--- src/rtl/nav_pkg.sv ---
// Shared definitions for the menu navigation block: key codes, FSM states
// and small key classification helpers.
package nav_pkg;

    typedef enum logic [2:0] {
        KEY_NONE  = 3'd0,
        KEY_UP    = 3'd1,
        KEY_LEFT  = 3'd2,
        KEY_DOWN  = 3'd3,
        KEY_RIGHT = 3'd4,
        KEY_ENTER = 3'd5
    } key_t;

    typedef enum logic [1:0] {
        LOCK   = 2'd0,
        IDLE   = 2'd1,
        HOLD   = 2'd2,
        REPEAT = 2'd3
    } nav_state_t;

    function automatic logic key_is_dir(input logic [2:0] k);
        return (k >= 3'd1) && (k <= 3'd4);
    endfunction

    function automatic logic key_is_valid(input logic [2:0] k);
        return (k >= 3'd1) && (k <= 3'd5);
    endfunction

endpackage

--- src/rtl/nav_repeat_timer.sv ---
// Typematic timer: counts cycles since the last action and flags when the
// first-repeat delay (arm_first=1) or the repeat period (arm_first=0) is up.
module nav_repeat_timer #(
    parameter int REPEAT_DELAY = 50_000_000,
    parameter int REPEAT_RATE  = 10_000_000
) (
    input  logic clk,
    input  logic rst,
    input  logic clear,
    input  logic arm_first,
    output logic fire
);

    localparam int MAXP = (REPEAT_DELAY > REPEAT_RATE) ? REPEAT_DELAY : REPEAT_RATE;
    localparam int TW   = ($clog2(MAXP) < 1) ? 1 : $clog2(MAXP);
    localparam logic [TW-1:0] DELAY_LAST = TW'(REPEAT_DELAY - 1);
    localparam logic [TW-1:0] RATE_LAST  = TW'(REPEAT_RATE - 1);

    logic [TW-1:0] r_count;
    logic [TW-1:0] w_last;

    assign w_last = arm_first ? DELAY_LAST : RATE_LAST;
    assign fire   = (r_count == w_last);

    // Stops at the terminal value so a held enter key can never overflow it.
    always_ff @(posedge clk or negedge rst) begin
        if (!rst) begin
            r_count <= '0;
        end else if (clear) begin
            r_count <= '0;
        end else if (!fire) begin
            r_count <= r_count + TW'(1);
        end
    end

endmodule

--- src/rtl/key_nav.sv ---
// Keyboard-to-menu navigation: registers the key code, generates move/select
// pulses with typematic repeat, and maintains a ROWS x COLS cursor.
module key_nav
    import nav_pkg::*;
#(
    parameter int ROWS         = 4,
    parameter int COLS         = 4,
    parameter int WRAP         = 1,
    parameter int REPEAT_DELAY = 50_000_000,
    parameter int REPEAT_RATE  = 10_000_000,
    localparam int RW = (ROWS > 1) ? $clog2(ROWS) : 1,
    localparam int CW = (COLS > 1) ? $clog2(COLS) : 1
) (
    input  logic          clk,
    input  logic          rst,
    input  logic [2:0]    key_num,
    input  logic          enable,
    output logic [RW-1:0] row,
    output logic [CW-1:0] col,
    output logic          move_pulse,
    output logic          select_pulse,
    output logic [RW-1:0] sel_row,
    output logic [CW-1:0] sel_col
);

    localparam logic [RW:0] ROW_LAST = (RW+1)'(ROWS - 1);
    localparam logic [CW:0] COL_LAST = (CW+1)'(COLS - 1);

    logic [2:0]    r_key_q;
    logic          r_key_vld;
    logic [2:0]    r_cur_key;
    nav_state_t    r_state;
    nav_state_t    w_next;
    logic [RW-1:0] r_row;
    logic [CW-1:0] r_col;
    logic [RW-1:0] r_sel_row;
    logic [CW-1:0] r_sel_col;
    logic          r_move;
    logic          r_sel;

    logic          w_act;
    logic [2:0]    w_act_key;
    logic          w_clear;
    logic          w_latch;
    logic          w_fire;
    logic          w_arm_first;
    logic [RW:0]   w_row_ext;
    logic [RW:0]   w_row_new;
    logic [CW:0]   w_col_ext;
    logic [CW:0]   w_col_new;
    logic          w_moved;

    // Codes 6 and 7 fold to "no key"; r_key_vld keeps the reset value of
    // r_key_q from looking like a release while a key is held out of reset.
    always_ff @(posedge clk or negedge rst) begin
        if (!rst) begin
            r_key_q   <= KEY_NONE;
            r_key_vld <= 1'b0;
        end else begin
            r_key_q   <= (key_num > 3'd5) ? KEY_NONE : key_num;
            r_key_vld <= 1'b1;
        end
    end

    always_ff @(posedge clk or negedge rst) begin
        if (!rst) begin
            r_state   <= LOCK;
            r_cur_key <= KEY_NONE;
        end else begin
            r_state <= w_next;
            if (w_latch) begin
                r_cur_key <= r_key_q;
            end
        end
    end

    always_comb begin
        w_next    = r_state;
        w_act     = 1'b0;
        w_act_key = r_key_q;
        w_clear   = 1'b0;
        w_latch   = 1'b0;
        if (!enable) begin
            w_next  = LOCK;
            w_clear = 1'b1;
        end else begin
            case (r_state)
                LOCK: begin
                    w_clear = 1'b1;
                    if (r_key_vld && (r_key_q == KEY_NONE)) begin
                        w_next = IDLE;
                    end
                end
                IDLE: begin
                    w_clear = 1'b1;
                    if (key_is_valid(r_key_q)) begin
                        w_act   = 1'b1;
                        w_latch = 1'b1;
                        w_next  = HOLD;
                    end
                end
                HOLD, REPEAT: begin
                    if (r_key_q == KEY_NONE) begin
                        w_clear = 1'b1;
                        w_next  = IDLE;
                    end else if (key_is_valid(r_key_q) && (r_key_q != r_cur_key)) begin
                        w_act   = 1'b1;
                        w_latch = 1'b1;
                        w_clear = 1'b1;
                        w_next  = HOLD;
                    end else if (w_fire && key_is_dir(r_cur_key)) begin
                        w_act     = 1'b1;
                        w_act_key = r_cur_key;
                        w_clear   = 1'b1;
                        w_next    = REPEAT;
                    end
                end
                default: begin
                    w_next  = LOCK;
                    w_clear = 1'b1;
                end
            endcase
        end
    end

    assign w_arm_first = (r_state != REPEAT);

    nav_repeat_timer #(
        .REPEAT_DELAY (REPEAT_DELAY),
        .REPEAT_RATE  (REPEAT_RATE)
    ) u_timer (
        .clk       (clk),
        .rst       (rst),
        .clear     (w_clear),
        .arm_first (w_arm_first),
        .fire      (w_fire)
    );

    // Candidate position one bit wider than the cursor so edges are detected
    // by compare rather than by truncation.
    always_comb begin
        w_row_ext = {1'b0, r_row};
        w_col_ext = {1'b0, r_col};
        w_row_new = w_row_ext;
        w_col_new = w_col_ext;
        case (w_act_key)
            KEY_UP: begin
                if (w_row_ext == '0) begin
                    if (WRAP != 0) w_row_new = ROW_LAST;
                end else begin
                    w_row_new = w_row_ext - (RW+1)'(1);
                end
            end
            KEY_DOWN: begin
                if (w_row_ext >= ROW_LAST) begin
                    if (WRAP != 0) w_row_new = '0;
                end else begin
                    w_row_new = w_row_ext + (RW+1)'(1);
                end
            end
            KEY_LEFT: begin
                if (w_col_ext == '0) begin
                    if (WRAP != 0) w_col_new = COL_LAST;
                end else begin
                    w_col_new = w_col_ext - (CW+1)'(1);
                end
            end
            KEY_RIGHT: begin
                if (w_col_ext >= COL_LAST) begin
                    if (WRAP != 0) w_col_new = '0;
                end else begin
                    w_col_new = w_col_ext + (CW+1)'(1);
                end
            end
            default: begin
                w_row_new = w_row_ext;
                w_col_new = w_col_ext;
            end
        endcase
        w_moved = (w_row_new != w_row_ext) || (w_col_new != w_col_ext);
    end

    always_ff @(posedge clk or negedge rst) begin
        if (!rst) begin
            r_row     <= '0;
            r_col     <= '0;
            r_sel_row <= '0;
            r_sel_col <= '0;
            r_move    <= 1'b0;
            r_sel     <= 1'b0;
        end else begin
            r_move <= 1'b0;
            r_sel  <= 1'b0;
            if (w_act) begin
                if (w_act_key == KEY_ENTER) begin
                    r_sel     <= 1'b1;
                    r_sel_row <= r_row;
                    r_sel_col <= r_col;
                end else if (w_moved) begin
                    r_move <= 1'b1;
                    r_row  <= w_row_new[RW-1:0];
                    r_col  <= w_col_new[CW-1:0];
                end
            end
        end
    end

    assign row          = r_row;
    assign col          = r_col;
    assign sel_row      = r_sel_row;
    assign sel_col      = r_sel_col;
    assign move_pulse   = r_move;
    assign select_pulse = r_sel;

endmodule

--- config.mk ---
export PLATFORM = sky130hd
export DESIGN_NAME = key_nav
export DESIGN_NICKNAME = d
export VERILOG_FILES = /design/src/rtl/nav_pkg.sv /design/src/rtl/nav_repeat_timer.sv /design/src/rtl/key_nav.sv
export SDC_FILE = /design/constraint.sdc
export NUM_CORES = 1
export LEC_CHECK = 0
export BUFFER_PORTS_ARGS = -buffer_cell sky130_fd_sc_hd__buf_4
export CAP_MARGIN = 40
export CORE_MARGIN = 2
export CORE_UTILIZATION = 60
export DETAILED_ROUTE_END_ITERATION = 7
export HOLD_SLACK_MARGIN = 0.06
export PLACE_DENSITY = 0.77
export SKIP_LAST_GASP = 1
export SYNTH_ARGS = -nofsm -noshare
export SYNTH_HDL_FRONTEND = slang
export SYNTH_SLANG_ARGS = --single-unit
--- constraint.sdc ---
create_clock -name clk -period 4.3 [get_ports clk]
set_clock_uncertainty 0.2 [all_clocks]
set_input_delay 0.86 -clock clk [delete_from_list [all_inputs] [get_ports clk]]
set_output_delay 0.86 -clock clk [all_outputs]
set_load 0.02 [all_outputs]
# Yosys cells after proc, flatten, opt, wreduce, memory -nomap -nowiden
# Cells that the tools add are included.
# op_classes
n_reduce_logical,15
mux,40
n_addsub,5
bitwise_logic,1
n_eq_ne,17
order_cmp,7
# op_table
operator,count
two-way mux 26 bit,3
two-way mux 3 bit,10
adder 26 x 1 -> 26 bit (second input constant),1
equality test 26 bit,1
two-way mux 1 bit,15
two-way mux 2 bit,6
case mux 3 bit (2 select lines),2
adder 2 x 1 -> 3 bit (second input constant),2
equality test 3 x 2 -> 1 bit (second input constant),2
equality test 3 bit (second input constant),2
>= comparator 3 x 1 -> 1 bit (second input constant),2
<= comparator 3 bit (second input constant),2
zero test 2 bit,3
!= test 3 x 2 -> 1 bit,2
!= test 3 bit (second input constant),2
case mux 1 bit (2 select lines),3
case mux 2 bit (3 select lines),1
AND reduction 3 bit,2
subtractor 2 x 1 -> 3 bit (second input constant),2
logical AND 1 bit,5
!= test 5 bit (second input constant),1
equality test 2 bit (second input constant),2
>= comparator 2 bit (second input constant),2
OR reduction 2 bit,2
10 further kinds,10
# word_totals
ff_bits,45
elab_cells,96
out_inout_bits,10
input_bits,6

# Longest topological paths before layout
# logic_depth
ltp_word,16
mapped_depth,10
depth_no_buf,9

# Modules after synthesis
# Synthesis repeated with hierarchy kept, for this count alone.
# unflattened
hier_cells,281
hier_area_um2,2626.3
# by_module_without_submodules
module,cells_per_inst,area_per_inst_um2,seq_area_each_um2,n_inst
nav_repeat_timer,151,1400.1,650.6,1
key_nav,130,1226.2,475.5,1

# Worst setup path after synthesis
# No wires, ideal clock.
# synth_path
path_type,flip-flop to flip-flop
start,register u_timer.r_count[10]
end,"register r_col[0], in the netlist col[0]"
path_buffers,0
required_time_ps,3975
synth_period_minus_slack_ps,3108
stages_incl_launch_ff,10
t_arrival_ps,2783
path_slack_ps,1192
setup_time_ps,125
cell_sequence,dfrtp_1 > nand4b_1 > a211o_1 > a2111o_1 > or3_4 > a22o_1 > a311oi_1 > o21ai_1 > a21oi_2 > mux2_4
# synth_via
elab_chain_cells,12
elab_cells_between_ends,24
classes_between,eq/ne (8); mux (12); bitwise (1); reduce/logical (3)
# synth_lines
item,line,rtl
"start, declared",nav_repeat_timer.sv:19,logic [TW-1:0] r_count;
"start signal, assigned",nav_repeat_timer.sv:32,r_count <= r_count + TW'(1);
equality test 26 bit (*),nav_repeat_timer.sv:23,assign fire = (r_count == w_last);
logical AND 1 bit (*),key_nav.sv:111,end else if (w_fire && key_is_dir(r_cur_key)) begin
two-way mux 3 bit,key_nav.sv:111,
two-way mux 3 bit,key_nav.sv:106,end else if (key_is_valid(r_key_q) && (r_key_q != r_cur_key)) begin
two-way mux 3 bit,key_nav.sv:103,if (r_key_q == KEY_NONE) begin
two-way mux 3 bit,key_nav.sv:87,case (r_state)
two-way mux 3 bit,key_nav.sv:83,if (!enable) begin
equality test 3 x 2 -> 1 bit (tied with other cells),key_nav.sv:146,case (w_act_key)
case mux 3 bit (2 select lines),key_nav.sv:146,
!= test 3 x 2 -> 1 bit,key_nav.sv:180,w_moved = (w_row_new != w_row_ext) || (w_col_new != w_col_ext);
logical OR 1 bit,key_nav.sv:180,
AND reduction 3 bit (no source line),-,
"end signal, assigned",key_nav.sv:202,r_col <= w_col_new[CW-1:0];
"end, declared",key_nav.sv:35,logic [CW-1:0] r_col;
# Every way passes the cells marked *; elsewhere a longest branch is shown, timed or not.
# A chain may end at the register's enable or synchronous reset.

# Worst setup path in the final report
# layout_path
start,register u_timer.r_count[21]
end,"register r_sel_row[0], in the netlist sel_row[0]"
# layout_via
elab_chain_cells,9
elab_cells_between_ends,14
classes_between,eq/ne (2); mux (10); reduce/logical (2)
# layout_lines
item,line,rtl
equality test 26 bit (*),nav_repeat_timer.sv:23,
logical AND 1 bit (*),key_nav.sv:111,
two-way mux 3 bit,key_nav.sv:111,
two-way mux 3 bit,key_nav.sv:106,
two-way mux 3 bit,key_nav.sv:103,
two-way mux 3 bit,key_nav.sv:87,
two-way mux 3 bit,key_nav.sv:83,
equality test 3 bit,key_nav.sv:195,if (w_act_key == KEY_ENTER) begin
AND reduction 2 bit (no source line) (*),-,
"end signal, assigned",key_nav.sv:197,r_sel_row <= r_row;
"end, declared",key_nav.sv:36,logic [RW-1:0] r_sel_row;
# Marks and branches as above.

==> results.json <==
{
  "dieWidth_um": 68.57,
  "critPathLaunchType": "register",
  "synth_top_area_cell": "dfrtp_1",
  "fin_setup_tns_ns": 0,
  "dp_hpwl_um": 3181,
  "critical_path_class": "reg -> reg",
  "root_buffer": "clkbuf_8",
  "avgRoutedWirePerCell_um": 13.66,
  "peakVddDrop_mv": 0.2247,
  "cts_tree": "built",
  "drv_slew": 0,
  "syn_nets": 269,
  "power.leakage_uw": 0.001181,
  "clkSinkCount": 45,
  "hold_buffers": 0,
  "row_count": 23,
  "min_path_type": "reg -> reg",
  "vias_per_cell": 5.842,
  "setup_viol": 0,
  "slew_headroom": 0.5636,
  "die_area_um2": 4701,
  "synth_most_common_cell": "dfrtp_1",
  "syn_area_um2": 2501,
  "crit_fanout": 10,
  "layout-drive-gt1-share": 0.1324,
  "cts_setup_buffers": 0,
  "synth.top_cell.area_share": 0.4502,
  "utilization": 0.6847,
  "grt_pass1_vias": 1685,
  "end_kind": "register",
  "core-area_um2": 4000,
  "synth_cell_types": 54,
  "cap_violations": 0,
  "min_period_ns": 3.515,
  "synthArstFlopShare": 1.000,
  "htree_levels": 2,
  "antenna_cells": 0,
  "powerDensity_nw_per_um2": 377.7,
  "routabilityCongestion": 0.8182,
  "drtIter0Drc": 140,
  "cp_data_arrival_time_ns": 3.50,
  "crit_required_ns": 4.28,
  "initial_utilization": 0.6253,
  "first_pass_iters": 5,
  "grt_max_degree": 46,
  "grt_setup_unrepaired": "no",
  "grt_pass1_wl_um": 7617,
  "yosysWarningCount": 0,
  "syn2layout_area_growth_pct": 9.505,
  "clock_path_buffers": 2,
  "fin_nets": 284,
  "hold_viol": 0,
  "io_pins": 16,
  "yosys-top-cells-count": "dfrtp_1, nor2_1, nand2_1",
  "avgSynthCellArea_um2": 9.770,
  "antenna_found_initial": 0,
  "routed_wirelength_um": 4397,
  "grt_overflow": 0,
  "drc": 0,
  "cts_resized": 0,
  "num_vias": 1881,
  "syn_inst": 256,
  "port_buffers": 15,
  "cts.clk_slew.worst_paths_ns": 0.08,
  "status": "complete, no violations",
  "chipHeight_um": 68.57,
  "grt.total_usage": 0.2161,
  "fmax_mhz": 284.5,
  "clk_latency_ns": 0.29,
  "synth_edf_count": 0,
  "ys_top_cells_by_area": "dfrtp_1, xor2_1, nor2_1, nand2_1, ha_1",
  "worst_slew_pin_slew_ns": 0.6507,
  "ant_nets": 0,
  "fin_total_pwr_uw": 1035,
  "seq_area_frac_synth": 0.4502,
  "synthFlopType": "dfrtp_1",
  "period_share": 0.8174,
  "synth_seq_cells": 45,
  "cts-buffers-inserted": 5
}
## placed cells by master (no fill, tap or decap), types with 6 or more instances in the layout
cell type	instances
nor2_1	32
ha_1	7
nor2b_1	6
and3_1	8
xnor2_1	8
dfrtp_1	45
buf_4	15
nand3_1	11
nand4_1	8
nand2_1	25
o21ai_0	7
inv_1	7
xor2_1	18
mux2_2	7
## layer usage
layer | part of all wire | track usage | vias up
met5 | 0 | 0 | -
met4 | 0.0098 | 0.06250 | 0
met3 | 0.035 | 0.05357 | 5
met2 | 0.47 | 0.3438 | 37
met1 | 0.48 | 0.2926 | 914
li1 | - | - | 925
## stage by stage
stage	setup slack (ns)	area [um^2]	std cells	hold WS, ns
after floorplan	1.192	2501	256	0.2978
after global placement	1.008	2640	313	0.2944
after detailed placement	0.7914	2655	314	0.2978
after CTS	0.7696	2739	322	0.3168
after global routing	0.4464	2739	322	0.3460
final	0.7852	2739	322	0.3149
## state kept, by name, indices dropped and copies added (netlist names)
signal	flops
u_timer.r_count	26
r_cur_key	3
r_key_q	3
col	2
r_state	2
row	2
sel_col	2
sel_row	2
move_pulse	1
r_key_vld	1
select_pulse	1
## cell families after synthesis
logic type	synth area share
AND/OR/NAND/NOR	0.2346
flip-flops	0.4502
AO/OA/AOI/OAI	0.1021
XOR/XNOR	0.1001
buffers and inverters	0.02501
multiplexers	0.05153
adder cells (fa/ha/maj)	0.03502
other	0.001499
## where the power goes
group          switching [uW]  leakage [uW]  internal [uW]  total [uW]
combinational             136      0.000532            141         277
clock                     135     0.0000385            115         250
sequential               52.6      0.000611            455         508
total                     324       0.00118            711        1030
## worst max-delay path, cell delays in order, from the launching register on
cell	delay (ns)
dfrtp_1	0.45
nor4_1	0.39
nand4_1	0.18
a211o_1	0.44
nor3_1	0.43
a32oi_1	0.30
nand3b_1	0.25
nor2b_1	0.38
mux2_2	0.39
## final timing paths
check | from | end | slack [ns] | cells past startpoint
min in group asynchronous | rst | u_timer.r_count[19] | 0.35 | 1
hold / removal | sel_row[1] | sel_row[1] | 0.31 | 1
hold reg to reg | sel_row[1] | sel_row[1] | 0.31 | 1
setup / recovery | u_timer.r_count[21] | sel_row[0] | 0.79 | 8
setup reg to reg | u_timer.r_count[21] | sel_row[0] | 0.79 | 8
max in group asynchronous | rst | r_state[1] | 3.16 | 1
## layout make-up
| cell class | count | area (um^2) |
|---|---|---|
| clock inverter | 1 | 7.507 |
| fill | 316 | 1261 |
| multi-input combinational | 196 | 1313 |
| sequential | 45 | 1126 |
| clock buffer | 7 | 76.32 |
| tap | 50 | 62.56 |
| timing repair buffer | 16 | 127.6 |
| inverter | 7 | 26.28 |
(Power assumes the default switching activity.)
